## src/rtl/pad_attr_ctrl_pkg.sv

```systemverilog
// Shared types and default sizes for the DIO pad attribute controller.
package pad_attr_ctrl_pkg;

    localparam int unsigned NDioPadsDef = 24;
    localparam int unsigned AttrDwDef   = 32;
    localparam int unsigned IdxWDef     = $clog2(NDioPadsDef);

    typedef enum logic [1:0] {
        IDLE,
        EXEC,
        RESP
    } state_e;

    typedef struct packed {
        logic                 we;
        logic [IdxWDef-1:0]   idx;
        logic [AttrDwDef-1:0] wdata;
    } attr_req_t;

endpackage

```

## src/rtl/pad_attr_rr_arb.sv

```systemverilog
// Round-robin arbiter: picks the first request at or after the pointer, wrapping.
module pad_attr_rr_arb #(
    parameter  int unsigned NReq = 2,
    localparam int unsigned IdW  = (NReq > 1) ? $clog2(NReq) : 1
) (
    input  logic            clk_i,
    input  logic            rst_ni,
    input  logic [NReq-1:0] req_i,
    input  logic            advance_i,
    output logic            valid_o,
    output logic [NReq-1:0] gnt_o,
    output logic [IdW-1:0]  idx_o
);

    logic [IdW-1:0] ptr_q;
    logic           found;
    logic [IdW-1:0] win;
    logic [IdW-1:0] cand;

    always_comb begin
        found = 1'b0;
        win   = '0;
        cand  = '0;
        for (int unsigned i = 0; i < NReq; i++) begin
            cand = IdW'((32'(ptr_q) + i) % NReq);
            if (!found && req_i[cand]) begin
                found = 1'b1;
                win   = cand;
            end
        end
    end

    always_comb begin
        gnt_o = '0;
        if (found) gnt_o[win] = 1'b1;
    end

    assign valid_o = found;
    assign idx_o   = win;

    always_ff @(posedge clk_i) begin
        if (!rst_ni) begin
            ptr_q <= '0;
        end else if (advance_i && found) begin
            ptr_q <= (win == IdW'(NReq - 1)) ? '0 : win + 1'b1;
        end
    end

endmodule

```

## src/rtl/pad_attr_ctrl.sv

```systemverilog
// Per-pad attribute registers with round-robin access from NReq requesters.
// Optional per-pad write lock enabled by PAD_ATTR_CTRL_LOCK_EN.
module pad_attr_ctrl
    import pad_attr_ctrl_pkg::*;
#(
    parameter  int unsigned NDioPads = NDioPadsDef,
    parameter  int unsigned AttrDw   = AttrDwDef,
    parameter  int unsigned NReq     = 2,
    localparam int unsigned IdxW     = $clog2(NDioPads),
    localparam int unsigned IdW      = (NReq > 1) ? $clog2(NReq) : 1
) (
    input  logic                       clk_i,
    input  logic                       rst_ni,
    input  logic [AttrDw-1:0]          supp_mask_i,
    input  logic [NReq-1:0]            req_i,
    input  logic [NReq-1:0]            we_i,
    input  logic [NReq*IdxW-1:0]       idx_i,
    input  logic [NReq*AttrDw-1:0]     wdata_i,
    output logic [NReq-1:0]            gnt_o,
    output logic                       rvalid_o,
    output logic [IdW-1:0]             rid_o,
    output logic [AttrDw-1:0]          rdata_o,
    output logic                       err_o,
    output logic [NDioPads*AttrDw-1:0] attr_o
);

    state_e             state_q;
    attr_req_t          req_q;
    logic [IdW-1:0]     id_q;
    logic [NReq-1:0]    gnt_q;
    logic               rvalid_q;
    logic [IdW-1:0]     rid_q;
    logic [AttrDw-1:0]  rdata_q;
    logic               err_q;
    logic [AttrDw-1:0]  res_data_q;
    logic               res_err_q;
    logic               wr_pend_q;
    logic [AttrDw-1:0]  attr_q [NDioPads];

    logic               arb_valid;
    logic [NReq-1:0]    arb_gnt;
    logic [IdW-1:0]     arb_idx;
    logic               in_range;
    logic               locked;

    pad_attr_rr_arb #(
        .NReq (NReq)
    ) u_arb (
        .clk_i     (clk_i),
        .rst_ni    (rst_ni),
        .req_i     (req_i),
        .advance_i (state_q == IDLE),
        .valid_o   (arb_valid),
        .gnt_o     (arb_gnt),
        .idx_o     (arb_idx)
    );

    assign in_range = (32'(req_q.idx) < NDioPads);

`ifdef PAD_ATTR_CTRL_LOCK_EN
    logic lock_q [NDioPads];
    assign locked = lock_q[req_q.idx];
`else
    assign locked = 1'b0;
`endif

    // Result is computed in EXEC but committed with rvalid in RESP, so
    // rdata/err hold until the response and attr_o updates at N+2.
    always_ff @(posedge clk_i) begin
        if (!rst_ni) begin
            state_q    <= IDLE;
            req_q      <= '0;
            id_q       <= '0;
            gnt_q      <= '0;
            rvalid_q   <= 1'b0;
            rid_q      <= '0;
            rdata_q    <= '0;
            err_q      <= 1'b0;
            res_data_q <= '0;
            res_err_q  <= 1'b0;
            wr_pend_q  <= 1'b0;
            for (int unsigned k = 0; k < NDioPads; k++) begin
                attr_q[k] <= '0;
`ifdef PAD_ATTR_CTRL_LOCK_EN
                lock_q[k] <= 1'b0;
`endif
            end
        end else begin
            gnt_q    <= '0;
            rvalid_q <= 1'b0;
            unique case (state_q)
                IDLE: begin
                    if (arb_valid) begin
                        gnt_q       <= arb_gnt;
                        id_q        <= arb_idx;
                        req_q.we    <= we_i[arb_idx];
                        req_q.idx   <= idx_i[arb_idx*IdxW +: IdxW];
                        req_q.wdata <= wdata_i[arb_idx*AttrDw +: AttrDw];
                        state_q     <= EXEC;
                    end
                end
                EXEC: begin
                    res_err_q  <= 1'b0;
                    res_data_q <= '0;
                    wr_pend_q  <= 1'b0;
                    if (!in_range) begin
                        res_err_q <= 1'b1;
                    end else if (!req_q.we) begin
                        res_data_q <= attr_q[req_q.idx];
                    end else if (locked) begin
                        res_err_q  <= 1'b1;
                        res_data_q <= attr_q[req_q.idx];
                    end else begin
                        res_data_q <= req_q.wdata & supp_mask_i;
                        wr_pend_q  <= 1'b1;
                    end
                    state_q <= RESP;
                end
                RESP: begin
                    rvalid_q <= 1'b1;
                    rid_q    <= id_q;
                    rdata_q  <= res_data_q;
                    err_q    <= res_err_q;
                    if (wr_pend_q) begin
                        attr_q[req_q.idx] <= res_data_q;
`ifdef PAD_ATTR_CTRL_LOCK_EN
                        if (req_q.wdata[AttrDw-1]) lock_q[req_q.idx] <= 1'b1;
`endif
                    end
                    state_q <= IDLE;
                end
                default: state_q <= IDLE;
            endcase
        end
    end

    for (genvar k = 0; k < NDioPads; k++) begin : g_attr
        assign attr_o[k*AttrDw +: AttrDw] = attr_q[k];
    end

    assign gnt_o    = gnt_q;
    assign rvalid_o = rvalid_q;
    assign rid_o    = rid_q;
    assign rdata_o  = rdata_q;
    assign err_o    = err_q;

endmodule

```

## config.mk

```make
export PLATFORM = sky130hd
export DESIGN_NAME = pad_attr_ctrl
export DESIGN_NICKNAME = d
export VERILOG_FILES = /design/src/rtl/pad_attr_ctrl_pkg.sv /design/src/rtl/pad_attr_rr_arb.sv /design/src/rtl/pad_attr_ctrl.sv
export SDC_FILE = /design/constraint.sdc
export NUM_CORES = 1
export LEC_CHECK = 0
export BUFFER_PORTS_ARGS = -buffer_cell sky130_fd_sc_hd__clkbuf_2
export CORE_AREA = 5 5 453 455
export CTS_BUF_LIST = sky130_fd_sc_hd__clkbuf_4 sky130_fd_sc_hd__clkbuf_8 sky130_fd_sc_hd__clkbuf_16
export DETAILED_ROUTE_END_ITERATION = 10
export DIE_AREA = 0 0 458 460
export GPL_ROUTABILITY_DRIVEN = 0
export GPL_TIMING_DRIVEN = 0
export PLACE_DENSITY = 0.45
export SYNTH_ARGS = -nofsm -noshare
export SYNTH_HDL_FRONTEND = slang
export SYNTH_SLANG_ARGS = --single-unit
```

## constraint.sdc

```tcl
create_clock -name clk_i -period 5.4 [get_ports clk_i]
set_clock_uncertainty 0.15 [all_clocks]
set_input_delay 1.08 -clock clk_i [delete_from_list [all_inputs] [get_ports clk_i]]
set_output_delay 1.08 -clock clk_i [all_outputs]
set_load 0.02 [all_outputs]
```

# Word level (Yosys, flattened, before mapping)
# Memories as Yosys holds them, arrays and structs flattened. A register that Yosys moved wholly into a read port is not among the register bits.
# Cells that the tools add are included.
# totals
ff_bits	113
mem_bits_rw	768
inputBits	112
output_inout_bits	805
word_cells	68
mem_count	1
# classes
addsub	2
mul	1
magnitude_cmp	5
n_eq_ne	3
shifts	2
mux	31
bitwise_logic	1
reduce_logical	8
# memory_table
name	words	width	read_ports	rd_ports_with_merged_regs	wr	line_no	source
attr_q	24	32	25	1	24	pad_attr_ctrl.sv:38	logic [AttrDw-1:0] attr_q [NDioPads];
# op_table
op	n
$mux 32	3
$shiftx 64x7->32	1
$and 32x32->32	1
$reduce_or 32->1	1
$mux 1	22
$mux 5	3
$shiftx 10x5->5	1
$lt 1x2->1 const B	3
$lt 5x5->1 const B	1
$mul 1x3->4 const B	1
$pmux 2 s2	1
$logic_and 1x1->1	3
$reduce_and 3->1	1
$add 1x1->1 const B	2
$eq 2x1->1 const B	1
$eq 2x2->1 const B	1
$logic_not 2->1	1
$mux 2	1
$ne 2x2->1 const B	1
$reduce_and 2->1	1
$demux 1 s1	1
$ge 1x1->1 const B	1
$logic_not 1->1	1

# Depth between registers and ports, before layout
# depth
depth_word	10
mapped_depth	8
depth_no_buf	4

# Modules after synthesis
# Synthesis repeated with hierarchy kept, for this count alone.
# hier_totals
cells_unflattened	3315
area_unflattened_um2	50267.0
# modules_own_cells
mod	n_inst	cells_per_inst	area_per_inst_um2	seq_area_each_um2
pad_attr_ctrl	1	3306	50191.9	33091.7
pad_attr_rr_arb	1	9	75.1	20.0

# Worst setup path before layout
# No wires, ideal clock.
# synth_timing
path_kind	input port to flip-flop
start	in rst_ni
end	mem attr_q[20][0] (netlist name) (enable)
setup_time_ps	466
arrival_ps	4058
required_ps	4784
slack_ps	726
stages	4
n_path_buf	1
cell_sequence	nand4b_1 or3_1 clkbuf_1 o21ai_0
# synth_rtl
item	line_no	source
start, declared	pad_attr_ctrl.sv:13	input logic rst_ni,
end, declared	pad_attr_ctrl.sv:38	

==> run metrics <==
Tcrit/Tclk final=80.5%; vias=35,259; worst-case clock buffer depth=3; area leader, netlist=edfxtp_1; crit-path most repeated cell=buf_2; Ys Warns=0; Post-DP HPWL=222,000 microns; Final Net Count=4,497; Worst Tran Pin Value=1.55 ns; WP depth=6; met2 wire length=133,000 microns; Die Span X=458 microns; critical path cell sequence=buf_2 -> buf_2 -> clkbuf_1 -> mux4_2 -> a221oi_1 -> o41ai_2; Top-Level Pins=917; met1 WL=113,000 microns; register bit total from synthesis=1,142; Hold Startpoint=rdata_o[25]; post-CTS setup buffers=0; first-pass GRT wire length=360,000 microns; clock slew at reported path FFs=0.05 ns; Critical Path Source Type=flop; # DRC=0; cell with the most instances after synthesis=edfxtp_1; Worst R2R Setup Slack=1.05 ns; CTS resizes=0; Initial Util=24.8%; Hold Path Class=reg -> reg; Die Area=211,000 sq um; Final ANT Viol Nets=0; DR WL met3=22,700 microns; Hold Path End=rdata_o[25]; Power Density=356 nW/um^2; Syn-to-layout area delta=28.1%; Tot GR Track Use=25.9%; initial drt markers=3,771; WHS Path Cells=2; initial antenna violation count=32; H-tree Lvls=4; Fmax=230 MHz; area occupied by multi-input gates=15,700 sq um; Cells after Synth=3,275; worst stage delay on the critical path=1.05 ns; Reg area=33,100 sq um; DRT Wirelength=282,000 microns; minimum clock period=4.35 ns; vias in the first global route=35,126; CP max-delay cell=clkbuf_1; worst-path fanout max=10; slew margin rel.=-3.17%; Synth Area per Inst=15.2 sq um; Final Cell Area=63,800 sq um; Synth top cells by count=1,024 x edfxtp_1, 803 x and2_1, 229 x clkbuf_1; Synth area leaders=edfxtp_1 62%, and2_1 10%, mux4_2 7.3%; final hold viol count=0; DR pass1 iterations=6; routed length per instance=39.2 microns; core region area=201,000 sq um; Layout Cells excl Fill=7,184; failing checks=capacitance limit, slew limit; Final setup viols=0; Slew Viols, Final=11; Netlist cell types=49; vias per cell=4.91; Net Count, Synth=3,387; Port Buf Inserts=916; unrepaired setup endpoints after global routing=false; Post-synth ARST share=0%; # rows=165; largest net degree at the start of global routing=23; placed cells=6,915; # hold bufs at CTS=0; cell area after synthesis=49,800 sq um; fill count=20,205; Synth top area share=61.7%; setup TNS=0 ns; grt ovf=0; total CTS buffers=140; Crit Path Class=reg -> reg; R2R depth=6; Max VDD drop=264 uV; CTS sink cnt=1,142; EDFF count, synth=1,024; share of layout cells above drive strength 1=34.7%; top sig layer=met5; CP Data Arrival Time=4.84 ns; Crit path max-delay family=buffers and inverters; RR Endpoint=res_data_q[5]; register area share after synthesis=66.5%; outcome=complete, but fails checks; Setup crit end kind=flop; critical path data required time=5.89 ns; CTS root buf=clkbuf_16; critical path buffer and inverter count=3; max-cap violations=1; CTS tree=done; clock latency on the worst-skew pair=0.82 ns; Die H=460 microns; prevailing post-synth register cell=edfxtp_1; leakage power=23.8 nW; Area after DPL=59,200 sq um
stage by stage:
stage / utilization, % / worst slack (ns) / hold WS (ns) / total power [mW]
3_5_place_dp: 29.5 / 0.327 / 0.301 / 13.4
5_1_grt: 31.8 / 1.03 / 0.323 / 23.3
4_1_cts: 31.8 / 0.927 / 0.307 / 22.9
6_report: 31.8 / 1.05 / 0.308 / 22.7
2_1_floorplan: - / 0.726 / 0.282 / 11.6
3_3_place_gp: 28.7 / -4.07 / 0.296 / 13.3
report_power, final:
part	internal, mW	switching, mW	total (mW)	leakage [nW]
registers	9.89	0.387	10.3	11.3
logic	0.809	2.05	2.86	10.2
clock network	5.51	4.05	9.56	2.29
sequential cells by signal, indices dropped and copies added, names as in the netlist, named ones only:
name and cells:
attr_q 1024, id_q 1, rvalid_o 1, rid_o 1, state_q 2, res_err_q 1
gnt_o 2, res_data_q 32, req_q 38, u_arb.ptr_q 1, rdata_o 32, wr_pend_q 1
err_o 1
worst reg2reg max path: cells and delay by family (launching register included):
family          cells  cell delay [ns]
mux                 1             0.50
flops               1             0.30
buf+inv             3             2.16
compound gates      2             1.08
metal layers:
layer / track usage, % / vias up
li1: - / 14613
met1: 32.4 / 18511
met2: 42.9 / 1794
met3: 6.78 / 323
met4: 9.65 / 18
met5: 0 / -
cell families after synthesis:
family	Yosys count	share of synthesized area (%)
and+or+nand+nor	1088	12.9
muxes	383	11.8
AOI/OAI and AO/OA	356	5.97
DFF	1142	66.5
buffers and inverters	306	2.80
worst max path at each step:
stage / end / slack (ns) / from
CTS: res_data_q[5] / 0.93 / flop
floorplan: attr_q[20][0] / 0.73 / rst_ni
detailed placement: attr_q[19][1] / 0.33 / rst_ni
finish: res_data_q[5] / 1.05 / flop
global placement: attr_q[17][11] / -4.07 / rst_ni
global route: res_data_q[5] / 1.03 / flop
cell type report:
cell class / instances / share of cell area [%]
Timing Repair Buffer: 968 / 8.93
Buffer: 302 / 2.17
Antenna cell: 13 / 0.0510
Sequential cell: 1142 / 51.9
Multi-Input combinational cell: 1827 / 24.5
Clock buffer: 183 / 6.17
Inverter: 4 / 0.0235
Tap cell: 2672 / 5.24
Clock inverter: 73 / 1.01
cells in the final DEF, fill, tap and decap left out, types with 8 or more instances in the layout:
| cell | instances |
|---|---|
| clkinv_1 | 32 |
| and2_1 | 803 |
| dfxtp_1 | 118 |
| mux4_2 | 161 |
| edfxtp_1 | 1024 |
| clkbuf_1 | 225 |
| a222oi_1 | 38 |
| diode_2 | 13 |
| nand2_1 | 102 |
| a221oi_2 | 17 |
| o221ai_1 | 21 |
| clkbuf_2 | 921 |
| o21ai_0 | 32 |
| a21oi_1 | 67 |
| buf_4 | 23 |
| clkbuf_4 | 34 |
| buf_6 | 16 |
| nor2b_1 | 38 |
| clkbuf_16 | 145 |
| clkinv_2 | 18 |
| mux2i_1 | 191 |
| o41ai_2 | 30 |
| a22oi_1 | 65 |
| a211oi_1 | 32 |
| mux2_2 | 31 |
| buf_2 | 33 |
| nor2_4 | 8 |
| buf_16 | 18 |
| a221oi_1 | 14 |
| buf_12 | 26 |
| nor2_1 | 69 |
| o21ai_4 | 24 |
| nor4b_1 | 32 |
| o221ai_2 | 10 |
Power figures use the tool's default switching activity.
